<file path="src/rtl/stage_if.sv">
// Instruction fetch stage: drives instruction memory and feeds the IF/ID register.
// A one-entry skid buffer absorbs a fetch that completes while decode stalls.
module stage_if #(
    parameter logic [31:0] RESET_PC = 32'h0000_0000
) (
    input  logic        clk,
    input  logic        reset,
    input  logic        stall,
    input  logic        pc_write_enable,
    input  logic [31:0] pc_write_data,
    output logic        mem_req,
    output logic [31:0] mem_addr,
    input  logic        mem_ack,
    input  logic [31:0] mem_rdata,
    output logic [31:0] instruction_o,
    output logic [31:0] pc_o,
    output logic        valid_o
);

    typedef enum logic {RUN, FULL} state_t;

    state_t      state_q;
    logic [31:0] fetch_pc_q;
    logic [31:0] fetch_pc_d;
    logic [31:0] skid_instr_q;
    logic [31:0] skid_pc_q;
    logic        skid_full_q;
    logic        redirect_pending_q;
    logic [31:0] pending_target_q;
    logic [31:0] instr_q;
    logic [31:0] pc_q;
    logic        valid_q;
    logic        mem_req_q;

    logic        ack_ok;
    logic        redir_ok;

    assign mem_req       = mem_req_q;
    assign mem_addr      = {fetch_pc_q[31:2], 2'b00};
    assign instruction_o = instr_q;
    assign pc_o          = pc_q;
    assign valid_o       = valid_q;

    // An ack only counts against a request actually on the bus.
    assign ack_ok   = mem_req_q & mem_ack;
    assign redir_ok = pc_write_enable & valid_q & ~stall;

    always_comb begin
        fetch_pc_d = fetch_pc_q + 32'd4;
        if (redirect_pending_q) begin
            fetch_pc_d = pending_target_q;
        end else if (redir_ok) begin
            fetch_pc_d = pc_write_data;
        end
    end

    always_ff @(posedge clk) begin
        if (reset) begin
            state_q            <= RUN;
            fetch_pc_q         <= RESET_PC;
            skid_instr_q       <= 32'h0;
            skid_pc_q          <= 32'h0;
            skid_full_q        <= 1'b0;
            redirect_pending_q <= 1'b0;
            pending_target_q   <= 32'h0;
            instr_q            <= 32'h0;
            pc_q               <= 32'h0;
            valid_q            <= 1'b0;
            mem_req_q          <= 1'b0;
        end else begin
            unique case (state_q)
                RUN: begin
                    mem_req_q <= 1'b1;
                    if (ack_ok) begin
                        fetch_pc_q         <= fetch_pc_d;
                        redirect_pending_q <= 1'b0;
                        if (stall) begin
                            skid_instr_q <= mem_rdata;
                            skid_pc_q    <= mem_addr;
                            skid_full_q  <= 1'b1;
                            state_q      <= FULL;
                            mem_req_q    <= 1'b0;
                        end else begin
                            instr_q <= mem_rdata;
                            pc_q    <= mem_addr;
                            valid_q <= 1'b1;
                        end
                    end else if (!stall) begin
                        instr_q <= 32'h0;
                        valid_q <= 1'b0;
                        // Delay slot still in flight: remember the target.
                        if (redir_ok) begin
                            redirect_pending_q <= 1'b1;
                            pending_target_q   <= pc_write_data;
                        end
                    end
                end
                FULL: begin
                    if (!stall) begin
                        instr_q     <= skid_instr_q;
                        pc_q        <= skid_pc_q;
                        valid_q     <= 1'b1;
                        skid_full_q <= 1'b0;
                        state_q     <= RUN;
                        mem_req_q   <= 1'b1;
                        if (redir_ok) begin
                            fetch_pc_q <= pc_write_data;
                        end
                    end
                end
                default: begin
                    state_q   <= RUN;
                    mem_req_q <= 1'b0;
                end
            endcase
        end
    end

endmodule

</file>
<file path="config.mk">
export PLATFORM = sky130hd
export DESIGN_NAME = stage_if
export DESIGN_NICKNAME = d
export VERILOG_FILES = /design/src/rtl/stage_if.sv
export SDC_FILE = /design/constraint.sdc
export NUM_CORES = 1
export LEC_CHECK = 0
export BUFFER_PORTS_ARGS = -buffer_cell sky130_fd_sc_hd__buf_2
export CORE_MARGIN = 2
export CORE_UTILIZATION = 25
export CTS_BUF_LIST = sky130_fd_sc_hd__clkbuf_8
export DETAILED_ROUTE_END_ITERATION = 8
export GPL_TIMING_DRIVEN = 1
export SLEW_MARGIN = 20
export SYNTH_ARGS = -nofsm -noshare
export SYNTH_HDL_FRONTEND = slang
export SYNTH_SLANG_ARGS = --single-unit
</file>
<file path="constraint.sdc">
create_clock -name clk -period 4.55 [get_ports clk]
set_input_delay 0 -clock clk [delete_from_list [all_inputs] [get_ports clk]]
set_output_delay 0 -clock clk [all_outputs]
set_load 0.01 [all_outputs]
</file>
==> flow_summary.yaml <==
cts:
  clk_latency_ns: 0.49
  cts_sinks: 188
  cts_htree_levels: 4
  cts_tree: "yes"
  post_cts_resize_count: 0
  cts_buffers: 17
  cts_root_buf: "clkbuf_8"
  clk_path_buf_depth: 2
  clk_pin_slew_ns: 0.12
sta:
  period_minus_slack_ns: 3.048
  maxSlewHeadroom_pct: 28.92
  max_freq_mhz: 328.1
  clock_skew_ns: 0.01758
  hold_viol_final: 0
  max_slew.worst_pin.slew_ns: 1.056
  tns_ns: 0
  slew_viol_final: 0
  setup_viol: 0
  period_share_pct: 66.99
  rsz0062_at_grt: "false"
min_path:
  hold_depth: 2
  hold_path.class: "in2reg"
  whs_endpoint: "pending_target_q[24]"
  min_from: "reset"
final_layout:
  num-fill-cells: 3648
  final_layout_size_suffix_gt1_share_pct: 17.06
  mostFrequentLayoutCell: "nand2_1"
  layout.nets: 1329
  layout_common_cells: "nand2_1, dfxtp_1, buf_2, a21oi_1, nor2_1"
  multi_input_area_mm2: 0.004325
  area.sequential_mm2: 0.003769
  area_delta_synth_final_pct: 23.94
critical_path:
  r2r_start: "state_q"
  cp_top_family: "buffers and inverters"
  cp_slowest_cell: "dfxtp_4"
  cp_max_fo: 46
  crit_top_cell: "buf_4"
  cpPeakStageDelay_ns: 0.72
  path_cells: "buf_4 > and4b_1 > buf_4 > nor2_2 > buf_4 > nor4_1 > o22ai_1 > o21a_1"
  cp.required_ns: 4.95
  reg2regPathDepth: 8
  endpoint_kind: "register"
  path_class: "reg2reg"
  start_kind: "register"
  cp_num_buf_inv: 3
  r2r_slack_ns: 1.50
  timing.rr.end: "fetch_pc_q[27]"
  critPathArrivalTime_ns: 3.45
global_routing:
  grt_max_degree: 117
  grt_pass1_vias: 7638
  grt_use_total_pct: 15.05
  gr-total-overflow: 0
  grt_pass1_wl_um: 42670
  antenna_found_initial: 4
synthesis:
  synthAdderAreaFrac_pct: 0.1461
  synth_enable_flop_cells: 0
  synth_seq_area_share_pct: 43.96
  synth_compound_area_share_pct: 23.12
  avgSynthCellArea_um2: 7.748
  synth_seq_cells: 188
  yosys_most_used_dff: "dfxtp_1"
  synth.area.mux_share_pct: 3.975
  synthCells: 1105
  synthDistinctLibCells: 61
  synth.yosys.warnings: 0
  synth-simple-area-share_pct: 21.60
  synth_xor_area_share_pct: 1.330
  syn_area_mm2: 0.008562
  synth_top_family_by_area: "compound AO/OA/AOI/OAI gates"
  ys_async_sr_fraction_pct: 0
route:
  routedWlPerCell_um: 15.90
  drt-total-wl_um: 27420
  ant_nets: 0
  drtIter0Drc: 670
  dr.pass1.iters: 5
  drc: 0
  viasPerCell: 4.814
  vias: 8300
die:
  io_pins: 167
  core_mm2: 0.03362
  die_area_mm2: 0.03574
  rows: 67
  die_h_um: 189.1
  start_util_pct: 25.47
  dieWidth_um: 189.1
placement:
  port_buffers: 160
  hpwl_um: 18150
  gp_congestion: 0.8330
run:
  cap_violations: 0
pwr:
  max-vdd-ir-drop_mv: 0.3206
  power_density_mw_per_mm2: 297.9
  leakage_nw: 3.817
  finalPower_mw: 3.161
status:
  status: "completed"
[worst max path at each step]
stage	from	end	slack (ns)	depth (start not counted)
global placement	state_q	fetch_pc_q[27]	1.53	8
CTS	state_q	fetch_pc_q[27]	1.48	8
floorplan	fetch_pc_q[2]	fetch_pc_q[24]	2.46	7
global route	state_q	fetch_pc_q[27]	1.31	8
detailed placement	state_q	fetch_pc_q[27]	1.48	8
finish	state_q	fetch_pc_q[27]	1.50	8
[report_power, final]
group,switching (mW),internal (mW),total [mW]
logic,0.202,0.141,0.343
clock network,0.693,0.397,1.09
registers,0.0398,1.69,1.73
total,0.935,2.23,3.16
[area by class of cell]
class / instances / area share (%)
Tap cell: 448 / 5.282
Multi-Input combinational cell: 808 / 40.76
Timing Repair Buffer: 239 / 14.70
Sequential cell: 188 / 35.51
Inverter: 5 / 0.1769
Clock inverter: 15 / 1.262
Antenna cell: 4 / 0.09433
Clock buffer: 17 / 2.205
[routing by layer]
metal / wire, um / GRT usage, % / vias up
li1: - / - / 4181
met1: 12540 / 19.86 / 3844
met2: 12580 / 23.78 / 253
met3: 1820 / 3.948 / 22
met4: 474 / 5.078 / 0
met5: 0 / 0 / -
[per-stage QoR]
step,worst slack [ns],utilization (%),instances,area (um^2),hold WS [ns]
floorplan,2.465,-,1108,8573,0.1360
global placement,1.526,28.54,1624,9593,0.2514
detailed placement,1.484,28.54,1624,9593,0.2588
CTS,1.477,31.54,1720,10600,0.05411
global route,1.306,31.56,1723,10610,0.1095
finish,1.502,31.57,1724,10610,0.08862
[cells by family after synthesis]
group,count (synthesis)
AOI/OAI and AO/OA,320
xor gates and xnor gates,13
adders and majority gates,1
buffers and inverters,112
DFF,188
muxes,34
other,1
and+or+nand+nor,436
[Yosys cell counts, drive strengths merged (2+ instances only)]
| cell | n | share of area, % |
|---|---|---|
| xor2 | 6 | 0.61 |
| a22oi | 41 | 3.6 |
| dfxtp | 188 | 44 |
| mux2i | 34 | 4.0 |
| a21o | 3 | 0.26 |
| nand4 | 10 | 0.73 |
| a41oi | 3 | 0.31 |
| and3b | 2 | 0.20 |
| a211o | 2 | 0.20 |
| inv | 5 | 0.22 |
| xnor2 | 7 | 0.72 |
| nand3b | 3 | 0.26 |
| clkbuf | 88 | 4.1 |
| a222oi | 3 | 0.35 |
| a211oi | 37 | 3.2 |
| a221o | 5 | 0.58 |
| and4 | 4 | 0.42 |
| and3 | 6 | 0.44 |
| a21oi | 154 | 9.0 |
| or3 | 2 | 0.15 |
| nor4 | 12 | 0.88 |
| o21ai | 24 | 1.4 |
| o31a | 3 | 0.31 |
| or4 | 4 | 0.39 |
| o21a | 4 | 0.35 |
| o22ai | 8 | 0.58 |
| nand3 | 14 | 0.96 |
| o31ai | 3 | 0.26 |
| a32o | 2 | 0.23 |
| o211ai | 3 | 0.26 |
| nor2 | 124 | 5.4 |
| and2 | 9 | 0.66 |
| a31oi | 13 | 0.95 |
| buf | 18 | 1.4 |
| nand2 | 235 | 10 |
| o2bb2ai | 2 | 0.20 |
| nor3 | 8 | 0.47 |
| a221oi | 3 | 0.31 |
[repair_timing]
item,in CTS,in global routing
hold buffers,64,0
setup buffers,0,0
hold endpoints to repair,126,0
[sequential cells by signal, indices dropped and copies added (netlist names)]
register,cells
instruction_o,32
skid_instr_q,32
fetch_pc_q,30
pc_o,30
pending_target_q,30
skid_pc_q,30
mem_req,1
redirect_pending_q,1
state_q,1
valid_o,1
No activity file was read; power rests on OpenSTA's default activity.
